### config.mk
export PLATFORM = sky130hd
export DESIGN_NAME = popcnt_accum
export DESIGN_NICKNAME = d
export VERILOG_FILES = /design/src/rtl/popcnt_accum.sv
export SDC_FILE = /design/constraint.sdc
export NUM_CORES = 1
export LEC_CHECK = 0
export BUFFER_PORTS_ARGS = -buffer_cell sky130_fd_sc_hd__buf_2
export CAP_MARGIN = 10
export CORE_UTILIZATION = 37
export CTS_CLUSTER_SIZE = 8
export DETAILED_ROUTE_END_ITERATION = 10
export PLACE_DENSITY_LB_ADDON = 0.05
export SLEW_MARGIN = 5
export SYNTH_ARGS = -nofsm -noshare
export SYNTH_HDL_FRONTEND = slang
export SYNTH_SLANG_ARGS = --single-unit
### constraint.sdc
create_clock -name clk -period 2.69 [get_ports clk]
set_input_delay 0.1345 -clock clk [delete_from_list [all_inputs] [get_ports clk]]
set_output_delay 0.1345 -clock clk [all_outputs]
set_load 0.05 [all_outputs]
### src/rtl/popcnt_accum.sv
// Burst accumulator behind the 32-bit popcount unit: sums per-word counts and words per burst.
// Optional PRIMARY_MAXCNT_EN adds out_max, the largest effective per-word count of the burst.
module popcnt_accum #(
   parameter int SUM_W = 16,
   parameter int CNT_W = 16
) (
   input  logic             clk,
   input  logic             reset,
   input  logic             in_valid,
   output logic             in_ready,
   input  logic [5:0]       in_count,
   input  logic             in_last,
   output logic             out_valid,
   input  logic             out_ready,
   output logic [SUM_W-1:0] out_sum,
   output logic [CNT_W-1:0] out_words,
   output logic             out_sat,
   output logic             out_err
`ifdef PRIMARY_MAXCNT_EN
   ,
   output logic [5:0]       out_max
`endif
);

   localparam logic [0:0] ACC = 1'b0;
   localparam logic [0:0] OUT = 1'b1;

   logic [0:0]       state;
   logic [SUM_W-1:0] sum;
   logic [CNT_W-1:0] words;
   logic             sat;
   logic             err;

   logic             accept;
   logic             illegal;
   logic [5:0]       c;
   logic [SUM_W:0]   sum_wide;
   logic [CNT_W:0]   words_wide;
   logic [SUM_W-1:0] sum_nxt;
   logic [CNT_W-1:0] words_nxt;
   logic             sum_clamp;
   logic             words_clamp;

   assign accept = in_valid && (state == ACC);

   // One extra carry bit on each adder detects overflow; clamp to all-ones.
   always_comb begin
      illegal     = (in_count > 6'd32);
      c           = illegal ? 6'd32 : in_count;
      sum_wide    = {1'b0, sum} + {{(SUM_W + 1 - 6){1'b0}}, c};
      words_wide  = {1'b0, words} + {{CNT_W{1'b0}}, 1'b1};
      sum_clamp   = sum_wide[SUM_W];
      words_clamp = words_wide[CNT_W];
      sum_nxt     = sum_clamp ? '1 : sum_wide[SUM_W-1:0];
      words_nxt   = words_clamp ? '1 : words_wide[CNT_W-1:0];
   end

   always_ff @(posedge clk) begin
      if (!reset) begin
         state <= ACC;
         sum   <= '0;
         words <= '0;
         sat   <= 1'b0;
         err   <= 1'b0;
      end else begin
         case (state)
            ACC: begin
               if (accept) begin
                  sum   <= sum_nxt;
                  words <= words_nxt;
                  sat   <= sat | sum_clamp | words_clamp;
                  err   <= err | illegal;
                  if (in_last)
                     state <= OUT;
               end
            end
            default: begin
               if (out_ready) begin
                  state <= ACC;
                  sum   <= '0;
                  words <= '0;
                  sat   <= 1'b0;
                  err   <= 1'b0;
               end
            end
         endcase
      end
   end

`ifdef PRIMARY_MAXCNT_EN
   logic [5:0] maxc;

   always_ff @(posedge clk) begin
      if (!reset) begin
         maxc <= '0;
      end else if (accept) begin
         if (c > maxc)
            maxc <= c;
      end else if ((state == OUT) && out_ready) begin
         maxc <= '0;
      end
   end

   assign out_max = maxc;
`endif

   assign in_ready  = (state == ACC);
   assign out_valid = (state == OUT);
   assign out_sum   = sum;
   assign out_words = words;
   assign out_sat   = sat;
   assign out_err   = err;

endmodule

==> run metrics <==
die area 5660 um2; Avg Synthesized Cell Area 8.04 um2; Antenna Nets Post-Route 0; sw power 0.357 mW; Crit. Startpoint out_sum[0]; min cycle time layout 2.21 ns; CTS H-tree lvls 2; Worst R2R Start out_sum[0]; Post-synth EDFFs 0; ant diodes 0; clock latency on the worst-skew pair 0.28 ns; # hold bufs at CTS 0; min-delay src in_last; unrepaired setup endpoints after global routing false; number of global-route vias before repair 1,736; Setup Fix Bufs, Post-CTS 0; ys async rst share 0%; GP Congestion 0.867; Total Wirelength 5630 um; Vias 2,083; core area 5140 um2; Die H 75.3 um; vias per cell 5.61; yosys warns 0; port bufs 46; die width 75.3 um; pin count of the biggest net entering global routing 19; Synth Register Bits 35; Yosys top cell by area dfxtp_1; Ports 47; Gate power share 17.2%; root buffer cell clkbuf_8; wire per inst 15.2 um; Worst Skew 0.00632 ns; hold path cells 3; hold slack final 0.0808 ns; sequential power share 43.5%; reg2reg setup slack 0.48 ns; Yosys top cell area share 35.3%; DP Cell Count 363; CTS tree done; Pint 0.900 mW; critical path fanouts, max 8; Clock Power Share 39.3%; Worst slew margin 56.9%; initial core utilization 38.6%; top post-synthesis cells by area dfxtp_1 35%, nand2_1 5.5%, o21ai_0 5.0%; final number of hold-violating endpoints 0; row cnt 26; clk buf depth 2; Slew Viols, Final 0; reg-to-reg critical path endpoint out_sum[13]; Highest Clock Rate 0.452 GHz; Post-route DRC 0; switching share of power 28.4%; Setup Viol. Count Final 0; GRT overflow 0; setup TNS 0 ns; outcome finished, final reports clean; drt pass-1 iters 4; Synth Flop Type dfxtp_1; Post-Syn Area 1990 um2; CP Data Arrival Time 2.39 ns; GRT Total Usage 21.0%; Syn Nets 266; DR iter-0 viols 151; post-cts sizing count 0; Area Overhead vs Synth 23.4%; antenna violations before repair 0; Synth Instances 247; Max IR drop VDD 0.000283 V; final net count 319; first-pass GRT wire length 8800 um; critical path capture point out_sum[13]; fin crit share 82.2%; number of max-cap violations 0; Yosys cell types 49; clock net sink count 35; Lkg Pwr 1.05 nW; critical path type flip-flop to flip-flop; Clock Pin Slew Worst Setup and Hold Paths 0.08 ns; Pwr per Cell Area 513 nW/um2; register area share after synthesis 35.3%; cell depth of the worst flop-to-flop path 7; hpwl dp 4130 um; crit start category flip-flop; total CTS buffers 5; CP required 2.87 ns; worst hold-check path type input port to flip-flop; worst slew pin tran 0.640 ns; fin cells 371; proportion of layout cells with a drive suffix above 1 21.9%; CP endpoint kind flip-flop
==> critical path: stages, from the launching register on <==
cell and delay, ns:
dfxtp_1 0.33, ha_1 0.23, fa_1 0.43, a211oi_1 0.29, o21a_1 0.31, or3_4 0.20
o21ai_0 0.08, a22o_1 0.23
==> sequential cells by signal, summed over array words and instances, names as in the netlist <==
| name | cells |
|---|---|
| out_valid | 1 |
| out_err | 1 |
| out_sum | 16 |
| out_sat | 1 |
| out_words | 16 |
==> power by group through the flow <==
stage | registers, mW | logic, mW | clock network [mW]
after floorplan | 0.603 | 0.106 | 0
after global placement | 0.557 | 0.217 | 0
after detailed placement | 0.558 | 0.215 | 0
after CTS | 0.546 | 0.216 | 0.512
after global routing | 0.548 | 0.237 | 0.542
final | 0.546 | 0.216 | 0.495
==> through the flow <==
step / power, mW / utilization [%] / setup slack [ns] / instance area, um2
2_1_floorplan: 0.709 / - / 0.335 / 1990
3_3_place_gp: 0.774 / 45.4 / 0.481 / 2330
3_5_place_dp: 0.774 / 45.4 / 0.462 / 2330
4_1_cts: 1.27 / 47.7 / 0.484 / 2450
5_1_grt: 1.33 / 47.7 / 0.276 / 2450
6_report: 1.26 / 47.7 / 0.478 / 2450
==> Yosys cell counts (7+ instances only) <==
library cell / instances
nor2_1: 19
a21oi_1: 16
a31oi_1: 7
dfxtp_1: 35
o21ai_0: 20
clkbuf_1: 7
nand3_1: 9
ha_1: 7
nand2_1: 29
o211ai_1: 7
nor3_1: 14
==> layer usage <==
metal / global-route usage [%] / routed length, um
met1: 32.3 / 2860
met2: 28.5 / 2390
met3: 4.55 / 307
met4: 6.79 / 61
met5: 0 / 0
==> layout by cell type (no fill, tap or decap), types with 7 or more instances in the layout <==
master and n:
nor3_1 14, nand2_1 29, buf_4 8, dfxtp_1 35, buf_2 46, o21ai_0 20, nand3_1 9, o211ai_1 7
nor2_1 19, a21oi_1 16, a31oi_1 7, ha_1 7
==> kinds of logic after synthesis <==
kind of cell             after synthesis  share of synthesized area, %
AO/OA/AOI/OAI                         86                          28.9
XOR/XNOR                               4                          1.76
adder cells (fa/ha/maj)                8                          5.42
buffers and inverters                 13                          2.52
flip-flops                            35                          35.3
multiplexers                           2                          1.01
AND/OR/NAND/NOR                       99                          25.1
==> worst min path at each step <==
stage / endpoint / slack (ns)
after detailed placement: out_valid / 0.39
final: out_valid / 0.08
after global placement: out_valid / 0.37
after floorplan: out_valid / 0.28
after CTS: out_valid / 0.07
after global routing: out_valid / 0.08
==> area by class of cell <==
class                      count  area, um2
tap                           70       87.6
clock buffer                   6       82.6
timing repair buffer          54        290
sequential                    35        701
clock inverter                 2       35.0
multi-input combinational    199       1230
fill                         559       2690
inverter                       5       18.8
(Power assumes the default switching activity.)
